==> config.mk <==
export PLATFORM = sky130hd
export DESIGN_NAME = rect_plotter
export DESIGN_NICKNAME = d
export VERILOG_FILES = /design/src/rtl/rect_plotter.sv
export SDC_FILE = /design/constraint.sdc
export NUM_CORES = 1
export LEC_CHECK = 0
export BUFFER_PORTS_ARGS = -buffer_cell sky130_fd_sc_hd__buf_4
export CORE_MARGIN = 5
export CORE_UTILIZATION = 30
export CTS_BUF_LIST = sky130_fd_sc_hd__clkbuf_4 sky130_fd_sc_hd__clkbuf_8
export DETAILED_ROUTE_END_ITERATION = 8
export PLACE_DENSITY = 0.57
export SETUP_SLACK_MARGIN = 0.2
export SYNTH_ARGS = -nofsm -noshare
export SYNTH_HDL_FRONTEND = slang
export SYNTH_SLANG_ARGS = --single-unit
export TNS_END_PERCENT = 50
==> constraint.sdc <==
create_clock -name CLOCK_50 -period 5 [get_ports CLOCK_50]
set_input_delay 0.25 -clock CLOCK_50 [delete_from_list [all_inputs] [get_ports CLOCK_50]]
set_output_delay 0.25 -clock CLOCK_50 [all_outputs]
set_load 0.1 [all_outputs]
==> src/rtl/rect_plotter.sv <==
// -----------------------------------------------------------------------------
// rect_plotter
//
// Purpose:
//   Drives a pixel-addressed frame buffer (VGA-adapter style). A request is
//   either a screen clear (one-cycle active-low vga_resetn pulse) or a
//   rectangle fill (one pixel per cycle, row-major). Pixels falling outside the
//   visible SCREEN_W x SCREEN_H area still consume a cycle but are not plotted.
//
// Ports:
//   CLOCK_50    in   sole clock, rising edge
//   reset       in   synchronous, active-high reset
//   req_valid   in   request present
//   req_ready   out  request can be accepted this cycle (combinational)
//   req_clear   in   1 = clear screen, 0 = rectangle fill
//   req_x/y     in   rectangle top-left corner (8 / 7 bits)
//   req_w/h     in   rectangle size in pixels, 0 = empty (8 / 7 bits)
//   req_colour  in   fill colour 0-7
//   x, y        out  pixel address to the display (registered)
//   colour      out  pixel colour to the display (registered)
//   plot        out  write strobe for x/y/colour (registered)
//   vga_resetn  out  active-low display clear (registered)
//   busy        out  request in progress (registered)
//   done        out  one-cycle completion pulse (registered)
// -----------------------------------------------------------------------------
module rect_plotter #(
  parameter int SCREEN_W = 160,
  parameter int SCREEN_H = 120
) (
  input  logic       CLOCK_50,
  input  logic       reset,
  input  logic       req_valid,
  output logic       req_ready,
  input  logic       req_clear,
  input  logic [7:0] req_x,
  input  logic [6:0] req_y,
  input  logic [7:0] req_w,
  input  logic [6:0] req_h,
  input  logic [2:0] req_colour,
  output logic [7:0] x,
  output logic [6:0] y,
  output logic [2:0] colour,
  output logic       plot,
  output logic       vga_resetn,
  output logic       busy,
  output logic       done
);

  typedef enum logic [1:0] {
    IDLE  = 2'd0,
    DRAW  = 2'd1,
    CLEAR = 2'd2
  } state_t;

  // Visible-area limits at the width of the coordinate sums they are compared to.
  localparam logic [8:0] SCREEN_W_L = 9'(SCREEN_W);
  localparam logic [7:0] SCREEN_H_L = 8'(SCREEN_H);

  state_t      state_r;
  logic [7:0]  base_x_r;
  logic [6:0]  base_y_r;
  logic [7:0]  w_r;
  logic [6:0]  h_r;
  logic [7:0]  col_r;   // column offset of the pixel currently on the outputs
  logic [6:0]  row_r;   // row offset of the pixel currently on the outputs

  logic        accept_s;
  logic        col_last_s;
  logic        row_last_s;
  logic [7:0]  next_col_s;
  logic [6:0]  next_row_s;
  logic [7:0]  sel_base_x_s;
  logic [6:0]  sel_base_y_s;
  logic [8:0]  x_sum_s;
  logic [7:0]  y_sum_s;
  logic        visible_s;

  // Handshake: only IDLE accepts, and never while reset is asserted.
  always_comb begin
    req_ready = (state_r == IDLE) && !reset;
    accept_s  = req_valid && req_ready;
  end

  // Address of the next pixel to emit: the first pixel of a newly accepted
  // request, or the row-major successor of the pixel currently shown.
  always_comb begin
    col_last_s = (col_r == (w_r - 8'd1));
    row_last_s = (row_r == (h_r - 7'd1));
    if (accept_s) begin
      next_col_s   = 8'd0;
      next_row_s   = 7'd0;
      sel_base_x_s = req_x;
      sel_base_y_s = req_y;
    end else if (col_last_s) begin
      next_col_s   = 8'd0;
      next_row_s   = row_r + 7'd1;
      sel_base_x_s = base_x_r;
      sel_base_y_s = base_y_r;
    end else begin
      next_col_s   = col_r + 8'd1;
      next_row_s   = row_r;
      sel_base_x_s = base_x_r;
      sel_base_y_s = base_y_r;
    end
    // Sums are one bit wider than the outputs so wrap-around is seen as off-screen.
    x_sum_s   = {1'b0, sel_base_x_s} + {1'b0, next_col_s};
    y_sum_s   = {1'b0, sel_base_y_s} + {1'b0, next_row_s};
    visible_s = (x_sum_s < SCREEN_W_L) && (y_sum_s < SCREEN_H_L);
  end

  // Control FSM with registered display and status outputs.
  always_ff @(posedge CLOCK_50) begin
    if (reset) begin
      state_r    <= IDLE;
      base_x_r   <= 8'd0;
      base_y_r   <= 7'd0;
      w_r        <= 8'd0;
      h_r        <= 7'd0;
      col_r      <= 8'd0;
      row_r      <= 7'd0;
      x          <= 8'd0;
      y          <= 7'd0;
      colour     <= 3'd0;
      plot       <= 1'b0;
      vga_resetn <= 1'b1;
      busy       <= 1'b0;
      done       <= 1'b0;
    end else begin
      case (state_r)
        IDLE: begin
          plot       <= 1'b0;
          vga_resetn <= 1'b1;
          busy       <= 1'b0;
          done       <= 1'b0;
          if (accept_s) begin
            if (req_clear) begin
              state_r    <= CLEAR;
              vga_resetn <= 1'b0;
              busy       <= 1'b1;
            end else if ((req_w == 8'd0) || (req_h == 7'd0)) begin
              // Empty rectangle: complete immediately, display outputs untouched.
              done <= 1'b1;
            end else begin
              state_r  <= DRAW;
              busy     <= 1'b1;
              base_x_r <= req_x;
              base_y_r <= req_y;
              w_r      <= req_w;
              h_r      <= req_h;
              col_r    <= 8'd0;
              row_r    <= 7'd0;
              x        <= x_sum_s[7:0];
              y        <= y_sum_s[6:0];
              colour   <= req_colour;
              plot     <= visible_s;
            end
          end else begin
            state_r <= IDLE;
          end
        end

        DRAW: begin
          if (col_last_s && row_last_s) begin
            // Last pixel has just been shown; x/y/colour keep their values.
            state_r <= IDLE;
            plot    <= 1'b0;
            busy    <= 1'b0;
            done    <= 1'b1;
          end else begin
            col_r <= next_col_s;
            row_r <= next_row_s;
            x     <= x_sum_s[7:0];
            y     <= y_sum_s[6:0];
            plot  <= visible_s;
            done  <= 1'b0;
          end
        end

        CLEAR: begin
          state_r    <= IDLE;
          vga_resetn <= 1'b1;
          busy       <= 1'b0;
          done       <= 1'b1;
        end

        default: begin
          state_r    <= IDLE;
          plot       <= 1'b0;
          vga_resetn <= 1'b1;
          busy       <= 1'b0;
          done       <= 1'b0;
        end
      endcase
    end
  end

endmodule

=== Yosys cells after proc, flatten, opt, wreduce, memory -nomap -nowiden ===
Cells that the tools add are included.

* Register bits: 69
* Input bits: 37
* Output and inout port bits: 23
* Logic and storage cells: 96

* Add/subtract/negate cells: 6
* Magnitude comparators: 2
* Equality and inequality tests: 10
* Multiplexer cells: 49
* Bitwise operators: 2
* Reductions and logical operators: 13

{| class="wikitable"
|+ Operator list
! operator !! number
|-
| two-way mux 8 bit || 11
|-
| two-way mux 7 bit || 11
|-
| one-hot mux 8 bit (2 select lines) || 2
|-
| one-hot mux 7 bit (2 select lines) || 2
|-
| two-way mux 1 bit || 14
|-
| != test 2 bit (second input constant) || 5
|-
| adder 8 x 8 -> 9 bit || 1
|-
| < comparator 9 x 8 -> 1 bit (second input constant) || 1
|-
| adder 7 x 7 -> 8 bit || 1
|-
| adder 8 x 1 -> 8 bit (second input constant) || 1
|-
| equality test 8 bit || 1
|-
| logical NOT 8 bit || 1
|-
| < comparator 8 x 7 -> 1 bit (second input constant) || 1
|-
| two-way mux 2 bit || 4
|-
| subtractor 8 x 1 -> 8 bit (second input constant) || 1
|-
| adder 7 x 1 -> 7 bit (second input constant) || 1
|-
| equality test 7 bit || 1
|-
| logical NOT 7 bit || 1
|-
| subtractor 7 x 1 -> 7 bit (second input constant) || 1
|-
| one-hot mux 1 bit (3 select lines) || 2
|-
| AND reduction 5 bit || 1
|-
| logical AND 1 bit || 4
|-
| != test 4 bit (second input constant) || 1
|-
| one-hot mux 1 bit (2 select lines) || 2
|-
| 10 further kinds || 11
|}

=== Longest topological paths before layout ===
Gate-level depths: netlist (run 1).

* Word-level depth: 11
* Depth in mapped cells: 20
* Depth with buffers taken out: 18

=== Least setup slack after synthesis (run 1) ===
Ideal clock, no wire load.

* Path kind: in2reg
* Start point: input port reset
* End point: register plot
* Setup time: 0.116 ns
* Data arrival time: 5.565 ns
* Required time: 4.884 ns
* Slack: -0.681 ns
* Stages on the path: 15
* Buffers on the path: 3
* Cell sequence: clkbuf_1 nor3_1 and2_1 clkbuf_1 clkbuf_1 nor2_1 ha_1 fa_1 a21o_1 a21oi_1 o211ai_1 o2111ai_1 or4b_2 a41o_1 o211a_1

* Longest elaborated chain between the ends: 11
* Elaborated cells between the ends (all ways): 17
* Classes of those cells: add/sub (2); order compare (2); mux (9); reduce/logical (4)

{| class="wikitable"
|+ Ends and longest elaborated chain
! element !! RTL line !! text
|-
| from (decl) || 31 || <nowiki>input logic reset,</nowiki>
|-
| logical NOT 1 bit (*) || 80 || <nowiki>req_ready = (state_r == IDLE) && !reset;</nowiki>
|-
| logical AND 1 bit (*) || 80 ||
|-
| named net req_ready || 33 || <nowiki>output logic req_ready,</nowiki>
|-
| logical AND 1 bit (*) || 81 || <nowiki>accept_s = req_valid && req_ready;</nowiki>
|-
| two-way mux 8 bit / two-way mux 7 bit (equally long branches) || 89 || <nowiki>if (accept_s) begin</nowiki>
|-
| adder 8 x 8 -> 9 bit / adder 7 x 7 -> 8 bit (equally long branches) || 106, 107 ||
|-
| < comparator 9 x 8 -> 1 bit / < comparator 8 x 7 -> 1 bit (equally long branches) || 108 || <nowiki>visible_s = (x_sum_s < SCREEN_W_L) && (y_sum_s < SCREEN_H_L);</nowiki>
|-
| logical AND 1 bit || 108 ||
|-
| two-way mux 1 bit || 140 || <nowiki>end else if ((req_w == 8'd0) || (req_h == 7'd0)) begin</nowiki>
|-
| two-way mux 1 bit || 136 || <nowiki>if (req_clear) begin</nowiki>
|-
| two-way mux 1 bit || 135 || <nowiki>if (accept_s) begin</nowiki>
|-
| one-hot mux 1 bit (3 select lines) (*) || 129 || <nowiki>case (state_r)</nowiki>
|-
| to (signal assigned) || 155 || <nowiki>plot <= visible_s;</nowiki>
|-
| to (signal assigned) || 174 || <nowiki>plot <= visible_s;</nowiki>
|-
| to (decl) || 43 || <nowiki>output logic plot,</nowiki>
|}

Mark *: on every way through the listed nets, which the timed path passes. The rest lies on a longest branch.
A chain may end at the register's enable or synchronous reset.

=== Final worst setup path (run 1) ===
* Start point: register w_r[0]
* End point: register plot

* Longest elaborated chain between the ends: 11
* Elaborated cells between the ends (all ways): 17
* Classes of those cells: add/sub (3); order compare (2); eq/ne (1); mux (9); reduce/logical (2)

{| class="wikitable"
|+ Ends and longest elaborated chain
! element !! RTL line !! text
|-
| from (decl) || 62 || <nowiki>logic [7:0] w_r;</nowiki>
|-
| from (signal assigned) || 148 || <nowiki>w_r <= req_w;</nowiki>
|-
| subtractor 8 x 1 -> 8 bit (*) || 87 || <nowiki>col_last_s = (col_r == (w_r - 8'd1));</nowiki>
|-
| equality test 8 bit (*) || 87 ||
|-
| two-way mux 8 bit / two-way mux 7 bit (equally long branches) || 94 || <nowiki>end else if (col_last_s) begin</nowiki>
|-
| two-way mux 8 bit / two-way mux 7 bit (equally long branches) || 89 ||
|-
| adder 8 x 8 -> 9 bit / adder 7 x 7 -> 8 bit (equally long branches) || 106, 107 ||
|-
| < comparator 9 x 8 -> 1 bit / < comparator 8 x 7 -> 1 bit (equally long branches) || 108 ||
|-
| logical AND 1 bit || 108 ||
|-
| two-way mux 1 bit || 140 ||
|-
| two-way mux 1 bit || 136 ||
|-
| two-way mux 1 bit || 135 ||
|-
| one-hot mux 1 bit (3 select lines) (*) || 129 ||
|}

Every way passes the cells marked *; elsewhere a longest branch is shown, timed or not.

==> results of run 1 <==
## worst paths after layout
check / from / to / slack (ns) / cells past startpoint
worst max-delay path: w_r[0] / plot / 0.60 / 17
worst min-delay path: req_y[0] / base_y_r[0] / 0.14 / 3
worst min register to register: base_x_r[2] / base_x_r[2] / 0.46 / 2
worst max register to register: w_r[0] / plot / 0.60 / 17
## area by class of cell
class	count	area share
Multi-Input combinational cell	427	0.527
Sequential cell	69	0.270
Timing Repair Buffer	67	0.0982
Tap cell	180	0.0440
Clock buffer	12	0.0310
Inverter	22	0.0161
Clock inverter	4	0.0137
## worst min-delay path: stages
cell                      delay (ns)
sky130_fd_sc_hd__buf_4          0.11
sky130_fd_sc_hd__nand2_1        0.05
sky130_fd_sc_hd__a21oi_1        0.05
## cells in the final DEF (no fill, tap or decap), drive strengths merged, types with 3 or more instances in the layout
| cell | instances |
|---|---|
| and2 | 3 |
| o211ai | 17 |
| clkbuf | 12 |
| a21oi | 49 |
| o32ai | 3 |
| dfxtp | 69 |
| nor3 | 8 |
| xnor2 | 23 |
| o21bai | 3 |
| nor2 | 32 |
| a21o | 4 |
| nor4 | 9 |
| o211a | 6 |
| nand2 | 126 |
| a211oi | 7 |
| o41ai | 3 |
| xor2 | 11 |
| nor3b | 3 |
| nor2b | 6 |
| o2111ai | 13 |
| nand2b | 7 |
| a31oi | 3 |
| buf | 67 |
| inv | 22 |
| o21ai | 19 |
| ha | 19 |
| o22ai | 3 |
| nand3 | 5 |
| and3 | 5 |
| o31ai | 14 |
## through the flow
stage	hold slack (ns)	power [W]
2_1_floorplan	0.386	0.000778
3_3_place_gp	0.443	0.000853
3_5_place_dp	0.447	0.000856
4_1_cts	0.121	0.00139
5_1_grt	0.125	0.00144
6_report	0.142	0.00138
## power breakdown
part | leakage, nW | internal (W) | switching (W) | total [W]
clock | 0.120 | 0.000312 | 0.000220 | 0.000532
sequential | 0.559 | 0.000567 | 0.0000167 | 0.000584
combinational | 1.43 | 0.0000814 | 0.000178 | 0.000259
total | 2.11 | 0.000961 | 0.000414 | 0.00138
## layer usage
metal / up-vias / wire length [µm] / part of all wire
li1: 2046 / - / -
met1: 1948 / 5940 / 0.47
met2: 102 / 5960 / 0.47
met3: 9 / 725 / 0.057
met4: 0 / 110 / 0.0086
met5: - / 0 / 0
## sequential cells by signal, summed over array words and instances, names as in the netlist, 3 cells and up
register,count
base_x_r,8
col_r,8
w_r,8
x,8
base_y_r,7
h_r,7
row_r,7
y,7
colour,3
## logic make-up (layout without fill, tap and decap cells)
logic type / Yosys count / after routing / share of synthesized area
AOI/OAI and AO/OA: 155 / 155 / 0.260
and+or+nand+nor: 215 / 215 / 0.222
xor gates and xnor gates: 34 / 34 / 0.0706
adders and majority gates: 21 / 21 / 0.0642
muxes: 2 / 2 / 0.00463
DFF: 69 / 69 / 0.319
buffers and inverters: 56 / 105 / 0.0590
==> out/metrics.cfg, run 1 <==
[outcome]
run_status=complete, no violations

[sta]
max_freq_mhz=227
finalCritPeriodShare=0.879
finalWorstPathRequiredPeriod_ns=4.40
fin_skew_ns=0.0162
setup_slack_ns=0.603
grt_setup_unrepaired=false
setup_viol=0
totalNegativeSetupSlack_ns=0
hold_viol=0
slew_headroom=0.272
count_of_final_max_slew_check_failures=0
max_slew.worst_pin.slew_ns=1.09

[placement]
placement.io_buffers=59
hpwl_after_dpl_um=9230
gp_routability_congestion=0.835
number_of_placed_instances_with_taps_included=765
placement.setup.worst_slack_ns=0.632
dpl-instance-area_um2=4890

[drt]
drt_wl_total_um=12700
detail_routed_net_length_per_standard_cell_um=16.3
dr_total_vias=4105
dr_iter_0_viols=188
final_antenna_net_count=0
drc=0
drt_pass_1_iters=4
routed_via_count_divided_by_cell_count=5.26

[power]
cellPowerDensity_nw_per_um2=269
vdd.ir_drop.worst_v=0.000203
leakage_nw=2.11

[critical_path]
worst_path_largest_cell_delay_ns=0.61
timing.critical_path.mode_cell=sky130_fd_sc_hd__ha_1
critical_path.n_buffers_inverters=1
critPathKind=register to register
startpoint_type=register
critical_path.cell_chain=inv_1 -> ha_1 -> nor4b_1 -> a32oi_1 -> a21oi_2 -> o21ai_2 -> xnor2_1 -> nor2_1 -> ha_1 -> fa_1 -> a21o_1 -> a21oi_1 -> o211ai_1 -> o2111ai_1 -> or4b_2 -> a41o_1 -> o211a_1
required_ns=5.26
cell_family_with_most_cp_delay=compound AO/OA/AOI/OAI gates
crit_fanout=9
critical_path_arrival_ns=4.65
critPathSlowestCell=sky130_fd_sc_hd__or4b_2
critical_path.endpoint_type=register

[yosys]
post_synth_instance_area_um2=4330
yosysUniqueCellTypes=63
asyncSetResetFlopFracSynth=0
yosys_most_used_dff=sky130_fd_sc_hd__dfxtp_1
synth_edf_count=0
postSynthCellCount=552
yosysMostFrequentCell=sky130_fd_sc_hd__nand2_1
yosys_synthesis_warning_count=0
synth-seq-area-share=0.319
synth_nets=610
synth_top_cells_by_area=sky130_fd_sc_hd__dfxtp_1, sky130_fd_sc_hd__nand2_1, sky130_fd_sc_hd__ha_1, sky130_fd_sc_hd__a21oi_1, sky130_fd_sc_hd__xnor2_1
ff_latch_count_synth=69
synth_top_area_cell=sky130_fd_sc_hd__dfxtp_1
synth_top_cells_by_count=sky130_fd_sc_hd__nand2_1, sky130_fd_sc_hd__dfxtp_1, sky130_fd_sc_hd__a21oi_1, sky130_fd_sc_hd__nor2_1
syn_avg_cell_area_um2=7.84
yosysTopAreaCellShare=0.319

[floorplan]
number_of_placement_rows=43
floorplan.die_area_um2=16900
die_x_um=130
io_pins=60
floorplan.core_area_um2=14000
initial_core_utilization=0.309
die_y_um=130

[cts]
clock_tree.buffer_depth=2
numCtsBuffers=9
cts_htree_levels=3
cts.repair.resized=0
clock_sink_count=69
tritoncts=done
post-cts-setup-buffers=0
clk_root_buffer_cell=sky130_fd_sc_hd__clkbuf_8
clkSlewWorstSetupHoldPaths_ns=0.08
cts_hold_repair.buffers=0
clock_insertion_delay_worst_skew_ns=0.36

[global_route]
grtUsageMet1=0.200
antenna_found_initial=0
grt_first_pass_wirelength_um=20300
groute.layer.met2.usage=0.248
grt_overflow=0
groute.layer.met3.usage=0.0377
first_global_vias=4011
top_usage_layer=met2
grt_max_degree=61
track_usage=0.151

[layout]
num_antenna_cells=0
combined_area_of_the_multi_input_logic_cells_um2=2700
design_area_um2=5120
seqCellArea_um2=1380
fill_cells=1490
layout.cells.non_filler=781
share_of_final_layout_standard_cells_stronger_than_drive_strength_1=0.166
num-nets-final=654
final_util=0.366
syn_to_final_growth_pct=18.4

[worst_hold_path]
hold_class=input pin to register

[flow_run]
drv.max_cap_violation_count=0

Note: power is estimated with default switching activity, not from simulation.
==> inputs of run 2 (changes only) <==
--- a/config.mk
+++ b/config.mk
@@ -5,6 +5,7 @@
 export SDC_FILE = /design/constraint.sdc
 export NUM_CORES = 1
 export LEC_CHECK = 0
+export ABC_AREA = 1
 export BUFFER_PORTS_ARGS = -buffer_cell sky130_fd_sc_hd__buf_4
 export CORE_MARGIN = 5
 export CORE_UTILIZATION = 30
==> out/metrics.cfg, run 2 <==
[global_route]
grt_max_degree=40  ; -34%
first_global_vias=3872  ; -3.5%
grt_first_pass_wirelength_um=18800  ; -7.2%
track_usage=0.139  ; -0.0119
grt_overflow=0  ; unchanged
antenna_found_initial=0  ; unchanged

[yosys]
syn_avg_cell_area_um2=6.71  ; -14%
yosys_synthesis_warning_count=0  ; unchanged
synth_top_cells_by_area=sky130_fd_sc_hd__dfxtp_1, sky130_fd_sc_hd__nand2_1, sky130_fd_sc_hd__nor2_1, sky130_fd_sc_hd__a21oi_1, sky130_fd_sc_hd__o21ai_0
yosys_most_used_dff=sky130_fd_sc_hd__dfxtp_1
synth-seq-area-share=0.327  ; +0.00746
synth_top_cells_by_count=sky130_fd_sc_hd__nand2_1, sky130_fd_sc_hd__nor2_1, sky130_fd_sc_hd__dfxtp_1, sky130_fd_sc_hd__inv_1
synth_edf_count=0  ; unchanged
post_synth_instance_area_um2=4230  ; -2.3%
yosysTopAreaCellShare=0.327  ; +0.00746
yosysMostFrequentCell=sky130_fd_sc_hd__nand2_1
asyncSetResetFlopFracSynth=0  ; unchanged
postSynthCellCount=630  ; +14%
synth_nets=688  ; +13%
yosysUniqueCellTypes=40  ; -37%
synth_top_area_cell=sky130_fd_sc_hd__dfxtp_1
ff_latch_count_synth=69  ; unchanged

[sta]
count_of_final_max_slew_check_failures=0  ; unchanged
totalNegativeSetupSlack_ns=0  ; unchanged
grt_setup_unrepaired=false
slew_headroom=0.294  ; +0.0221
fin_skew_ns=0.0104  ; -0.00584 ns
max_slew.worst_pin.slew_ns=1.05  ; -0.0370 ns
finalWorstPathRequiredPeriod_ns=3.64  ; -0.761 ns
hold_viol=0  ; unchanged
holdWs_ns=0.146  ; +0.00432 ns
finalCritPeriodShare=0.727  ; -0.152
max_freq_mhz=275  ; +21%
setup_viol=0  ; unchanged

[placement]
placement.io_buffers=59  ; unchanged
dpl-instance-area_um2=4780  ; -2.4%
number_of_placed_instances_with_taps_included=844  ; +10%
hpwl_after_dpl_um=8220  ; -11%
gp_routability_congestion=0.843  ; +1.0%

[worst_hold_path]
worstHoldStart=req_colour[2]
hold_class=input pin to register

[floorplan]
number_of_placement_rows=43  ; unchanged
io_pins=60  ; unchanged
initial_core_utilization=0.306  ; -0.00354
floorplan.die_area_um2=16600  ; -2.1%
die_y_um=129  ; -1.1%
die_x_um=129  ; -1.1%
floorplan.core_area_um2=13800  ; -1.2%

[cts]
cts_htree_levels=3  ; unchanged
clock_tree.buffer_depth=2  ; unchanged
clkSlewWorstSetupHoldPaths_ns=0.07  ; about the same
clock_sink_count=69  ; unchanged
cts.repair.resized=0  ; unchanged
clock_insertion_delay_worst_skew_ns=0.36  ; about the same
clk_root_buffer_cell=sky130_fd_sc_hd__clkbuf_8
numCtsBuffers=9  ; unchanged
post-cts-setup-buffers=0  ; unchanged
tritoncts=done
cts_hold_repair.buffers=0  ; unchanged

[layout]
num-nets-final=733  ; +12%
num_antenna_cells=0  ; unchanged
layout_commonest_cell=sky130_fd_sc_hd__nand2_1
share_of_final_layout_standard_cells_stronger_than_drive_strength_1=0.144  ; -0.0223
mostFrequentLayoutCells=sky130_fd_sc_hd__nand2_1, sky130_fd_sc_hd__nor2_1, sky130_fd_sc_hd__dfxtp_1
syn_to_final_growth_pct=18.4  ; about the same
design_area_um2=5010  ; -2.2%
layout.cells.non_filler=860  ; +10%

[critical_path]
cell_family_with_most_cp_delay=adder cells
critical_path.endpoint_type=register
critical_path_arrival_ns=3.93  ; -0.72 ns
critPathSlowestCell=sky130_fd_sc_hd__fa_1
regToRegStartpoint=w_r[0]
critPathKind=register to register
required_ns=5.29  ; +0.03 ns
critical_path.n_buffers_inverters=3  ; +2
critical_path.cell_chain=inv_1 -> ha_1 -> nand2_1 -> inv_1 -> nor2_1 -> nand2_1 -> nor2_2 -> nand4_4 -> o21ai_0 -> nor2_1 -> ha_1 -> fa_1 -> nand4_1 -> nand3_1 -> xnor2_1 -> inv_1 -> o21ai_0 -> nand3_1 -> a21oi_1
worst_path_largest_cell_delay_ns=0.44  ; -0.17 ns
crit_fanout=8  ; -1
crit_path_start=w_r[0]
startpoint_type=register
timing.critical_path.mode_cell=sky130_fd_sc_hd__inv_1

[power]
leakage_nw=2.27  ; +7.5%
pwr_total_w=0.00145  ; +5.2%
cellPowerDensity_nw_per_um2=289  ; +7.6%
vdd.ir_drop.worst_v=0.000170  ; -16%

[drt]
final_antenna_net_count=0  ; unchanged
drc=0  ; unchanged
detail_routed_net_length_per_standard_cell_um=13.0  ; -20%
drt_wl_total_um=11200  ; -12%
dr_total_vias=4048  ; -1.4%
dr_iter_0_viols=205  ; +9.0%
routed_via_count_divided_by_cell_count=4.71  ; -10%
drt_pass_1_iters=5  ; +1

[outcome]
run_status=complete, no violations

[flow_run]
drv.max_cap_violation_count=0  ; unchanged

[run 2: cell type report]
cell class / instances / area (µm²)
flip-flops and latches: 69 / 1380
multi-input cells: 468 / 2460
clock inverters: 4 / 70.1
repair buffers: 60 / 450
inverters: 67 / 256
clock buffers: 12 / 159
fillers: 1475 / 8820
well taps: 180 / 225
[run 2: tightest hold or removal path, delay by kind of cell]
family | cells | cell delay, ns
AOI/OAI and AO/OA | 1 | 0.05
buffers and inverters | 1 | 0.11
and+or+nand+nor | 1 | 0.05
[run 2: kinds of logic after synthesis]
logic type / synth area share
compound gates: 0.160
xor+xnor: 0.0539
fa+ha+maj: 0.0657
buf+inv: 0.0923
flops: 0.327
simple gates: 0.301
[run 2: through the flow]
step / worst slack, ns / utilization
after CTS: 1.34 / 0.362
after detailed placement: 1.25 / 0.345
final: 1.36 / 0.362
after global placement: 1.40 / 0.345
after global routing: 0.939 / 0.362
after floorplan: 0.768 / -
[run 2: report_power, final]
group | leakage [nW] | switching (W) | internal, W | total (W)
clock | 0.120 | 0.000221 | 0.000312 | 0.000533
combinational | 1.59 | 0.000231 | 0.0000917 | 0.000323
sequential | 0.562 | 0.0000153 | 0.000576 | 0.000591
[run 2: worst paths after layout]
| kind | end | slack, ns | depth (start not counted) |
|---|---|---|---|
| min reg2reg | base_x_r[1] | 0.45 | 2 |
| min | colour[2] | 0.15 | 3 |
| max | plot | 1.36 | 19 |
| max reg2reg | plot | 1.36 | 19 |
[run 2: layer usage]
layer | global-route usage | share of wire
met5 | 0 | 0
met4 | 0.0371 | 0.017
met3 | 0.0349 | 0.059
met2 | 0.216 | 0.43
met1 | 0.193 | 0.50
==> inputs of run 3 (changes only) <==
--- a/config.mk
+++ b/config.mk
@@ -5,13 +5,13 @@
 export SDC_FILE = /design/constraint.sdc
 export NUM_CORES = 1
 export LEC_CHECK = 0
-export ABC_AREA = 1
+export ABC_AREA = 0
 export BUFFER_PORTS_ARGS = -buffer_cell sky130_fd_sc_hd__buf_4
 export CORE_MARGIN = 5
 export CORE_UTILIZATION = 30
 export CTS_BUF_LIST = sky130_fd_sc_hd__clkbuf_4 sky130_fd_sc_hd__clkbuf_8
 export DETAILED_ROUTE_END_ITERATION = 8
-export PLACE_DENSITY = 0.57
+export PLACE_DENSITY = 0.59
 export SETUP_SLACK_MARGIN = 0.2
 export SYNTH_ARGS = -nofsm -noshare
 export SYNTH_HDL_FRONTEND = slang
==> constraint.sdc (replaced) <==
create_clock -name CLOCK_50 -period 3.2 [get_ports CLOCK_50]
set_input_delay 0.16 -clock CLOCK_50 [delete_from_list [all_inputs] [get_ports CLOCK_50]]
set_output_delay 0.16 -clock CLOCK_50 [all_outputs]
set_load 0.1 [all_outputs]
==> out/metrics.cfg, run 3 (synthesis results as in run 1) <==
[drt]
drc=0  ; unchanged
dr_total_vias=4461  ; +10%
drt_pass_1_iters=5  ; unchanged
routed_via_count_divided_by_cell_count=5.13  ; +8.9%
detail_routed_net_length_per_standard_cell_um=15.8  ; +21%
final_antenna_net_count=0  ; unchanged
drt_wl_total_um=13700  ; +23%
dr_iter_0_viols=181  ; -12%

[floorplan]
floorplan.die_area_um2=16900  ; +2.2%
die_x_um=130  ; +1.1%
die_y_um=130  ; +1.1%
initial_core_utilization=0.309  ; +0.00354
floorplan.core_area_um2=14000  ; +1.2%
io_pins=60  ; unchanged
number_of_placement_rows=43  ; unchanged

[power]
power_frac_clock=0.349  ; -0.019
leakage_nw=2.62  ; +15%
switching_share=0.311  ; -0.0126
pwr_total_w=0.00220  ; +52%
vdd.ir_drop.worst_v=0.000251  ; +47%
share_comb_of_total_power=0.237  ; +0.014
switchingPower_w=0.000682  ; +46%
share_seq_of_total_power=0.415  ; +0.007
power_report.internal_total_w=0.00151  ; +55%
cellPowerDensity_nw_per_um2=353  ; +22%

[flow_run]
drv.max_cap_violation_count=0  ; unchanged

[layout]
layout_commonest_cell=sky130_fd_sc_hd__buf_4
num_antenna_cells=0  ; unchanged
share_of_final_layout_standard_cells_stronger_than_drive_strength_1=0.358  ; +0.214
syn_to_final_growth_pct=43.8
fill_cells=1368  ; -7.3%
final_util=0.445  ; +0.0828
num-nets-final=744  ; +1.5%
design_area_um2=6220  ; +24%
layout.cells.non_filler=870  ; +1.2%
mostFrequentLayoutCells=sky130_fd_sc_hd__buf_4, sky130_fd_sc_hd__nand2_1, sky130_fd_sc_hd__dfxtp_1

[sta]
max_freq_mhz=255  ; -7.1%
grt_setup_unrepaired=true
finalCritPeriodShare=1.22  ; +0.496
hold_viol=0  ; unchanged
max_slew.worst_pin.slew_ns=0.712  ; -0.342 ns
fin_skew_ns=0.0168  ; +0.00641 ns
setup_viol=10  ; +10
finalWorstPathRequiredPeriod_ns=3.92  ; +0.280 ns
slew_headroom=0.525  ; +0.231
setup_slack_ns=-0.716  ; -2.08 ns
count_of_final_max_slew_check_failures=0  ; unchanged

[outcome]
violations=setup timing
run_status=complete, but fails checks

[cts]
clock_insertion_delay_worst_skew_ns=0.38  ; +0.02 ns
clock_sink_count=69  ; unchanged
numCtsBuffers=9  ; unchanged
clkSlewWorstSetupHoldPaths_ns=0.08  ; about the same
cts_htree_levels=3  ; unchanged
tritoncts=done
clk_root_buffer_cell=sky130_fd_sc_hd__clkbuf_8
cts_hold_repair.buffers=0  ; unchanged
clock_tree.buffer_depth=2  ; unchanged

[global_route]
grt_max_degree=61  ; +53%
track_usage=0.166  ; +0.0271
antenna_found_initial=0  ; unchanged
grt_overflow=0  ; unchanged
grt_first_pass_wirelength_um=22100  ; +17%
first_global_vias=4444  ; +15%

[critical_path]
crit_fanout=5  ; -3
startpoint_type=register
required_ns=3.47  ; -1.82 ns
critical_path.endpoint_type=register
critical_path_arrival_ns=4.19  ; +0.26 ns
critPathKind=register to register

[placement]
number_of_placed_instances_with_taps_included=831  ; -1.5%
dpl-instance-area_um2=5450  ; +14%
placement.io_buffers=59  ; unchanged
placement.setup.worst_slack_ns=-0.760  ; -2.01 ns
gp_routability_congestion=0.894  ; +6.0%
hpwl_after_dpl_um=9650  ; +17%

[worst_hold_path]
hold_class=input pin to register

==> run 3: repair_timing <==
action	4_1_cts	5_1_grt
pin swaps	42	12
gates resized for setup	39	37
endpoints found under the setup margin	12	14
cloned	0	0
buffers inserted	17	7
==> run 3: path summary, 6_finish.rpt <==
path,startpoint,endpoint,slack [ns],depth (start not counted)
setup reg to reg,w_r[3],plot,-0.72,17
setup / recovery,w_r[3],plot,-0.72,17
hold reg to reg,base_x_r[4],base_x_r[4],0.46,2
hold / removal,req_colour[2],colour[2],0.03,3
==> run 3: through the flow <==
step / TNS, ns / hold WS [ns]
floorplan: -2.64 / 0.288
global placement: -2.17 / 0.409
detailed placement: -2.59 / 0.424
CTS: -1.96 / 0.00584
global route: -4.78 / 0.00589
finish: -2.90 / 0.0326
==> run 3: per-layer routing <==
layer | GRT usage | share of wire
met5 | 0 | 0
met4 | 0.0654 | 0.021
met1 | 0.210 | 0.46
met3 | 0.0426 | 0.047
met2 | 0.271 | 0.47
==> run 3: worst max-delay path: stages, from the launching register on <==
cell and delay [ns]:
sky130_fd_sc_hd__dfxtp_2 0.36, sky130_fd_sc_hd__nor4_4 0.36, sky130_fd_sc_hd__o21ai_1 0.14, sky130_fd_sc_hd__a32oi_2 0.29, sky130_fd_sc_hd__a21oi_4 0.11, sky130_fd_sc_hd__buf_12 0.14
sky130_fd_sc_hd__o21ai_4 0.21, sky130_fd_sc_hd__mux2i_2 0.30, sky130_fd_sc_hd__nor2_2 0.09, sky130_fd_sc_hd__fa_2 0.40, sky130_fd_sc_hd__a21o_1 0.17, sky130_fd_sc_hd__a21oi_2 0.15
sky130_fd_sc_hd__buf_4 0.14, sky130_fd_sc_hd__o211ai_1 0.09, sky130_fd_sc_hd__o2111ai_2 0.11, sky130_fd_sc_hd__or4b_4 0.48, sky130_fd_sc_hd__a41o_1 0.18, sky130_fd_sc_hd__o211a_1 0.10
==> run 3: area by class of cell <==
type	count	area (µm²)	share of cell area
clock buffers	14	174	0.0280
clock inverters	1	30.0	0.00483
inverters	22	82.6	0.0133
multi-input cells	427	3070	0.494
flip-flops and latches	69	1390	0.224
well taps	180	225	0.0362
repair buffers	157	1240	0.200
==> run 3: power by group through the flow <==
stage	Sequential, W	Clock, W	Combinational, W
floorplan	0.00102	0	0.000203
global placement	0.000929	0	0.000450
detailed placement	0.000929	0	0.000457
CTS	0.000909	0.000797	0.000494
global route	0.000913	0.000836	0.000559
finish	0.000910	0.000765	0.000520
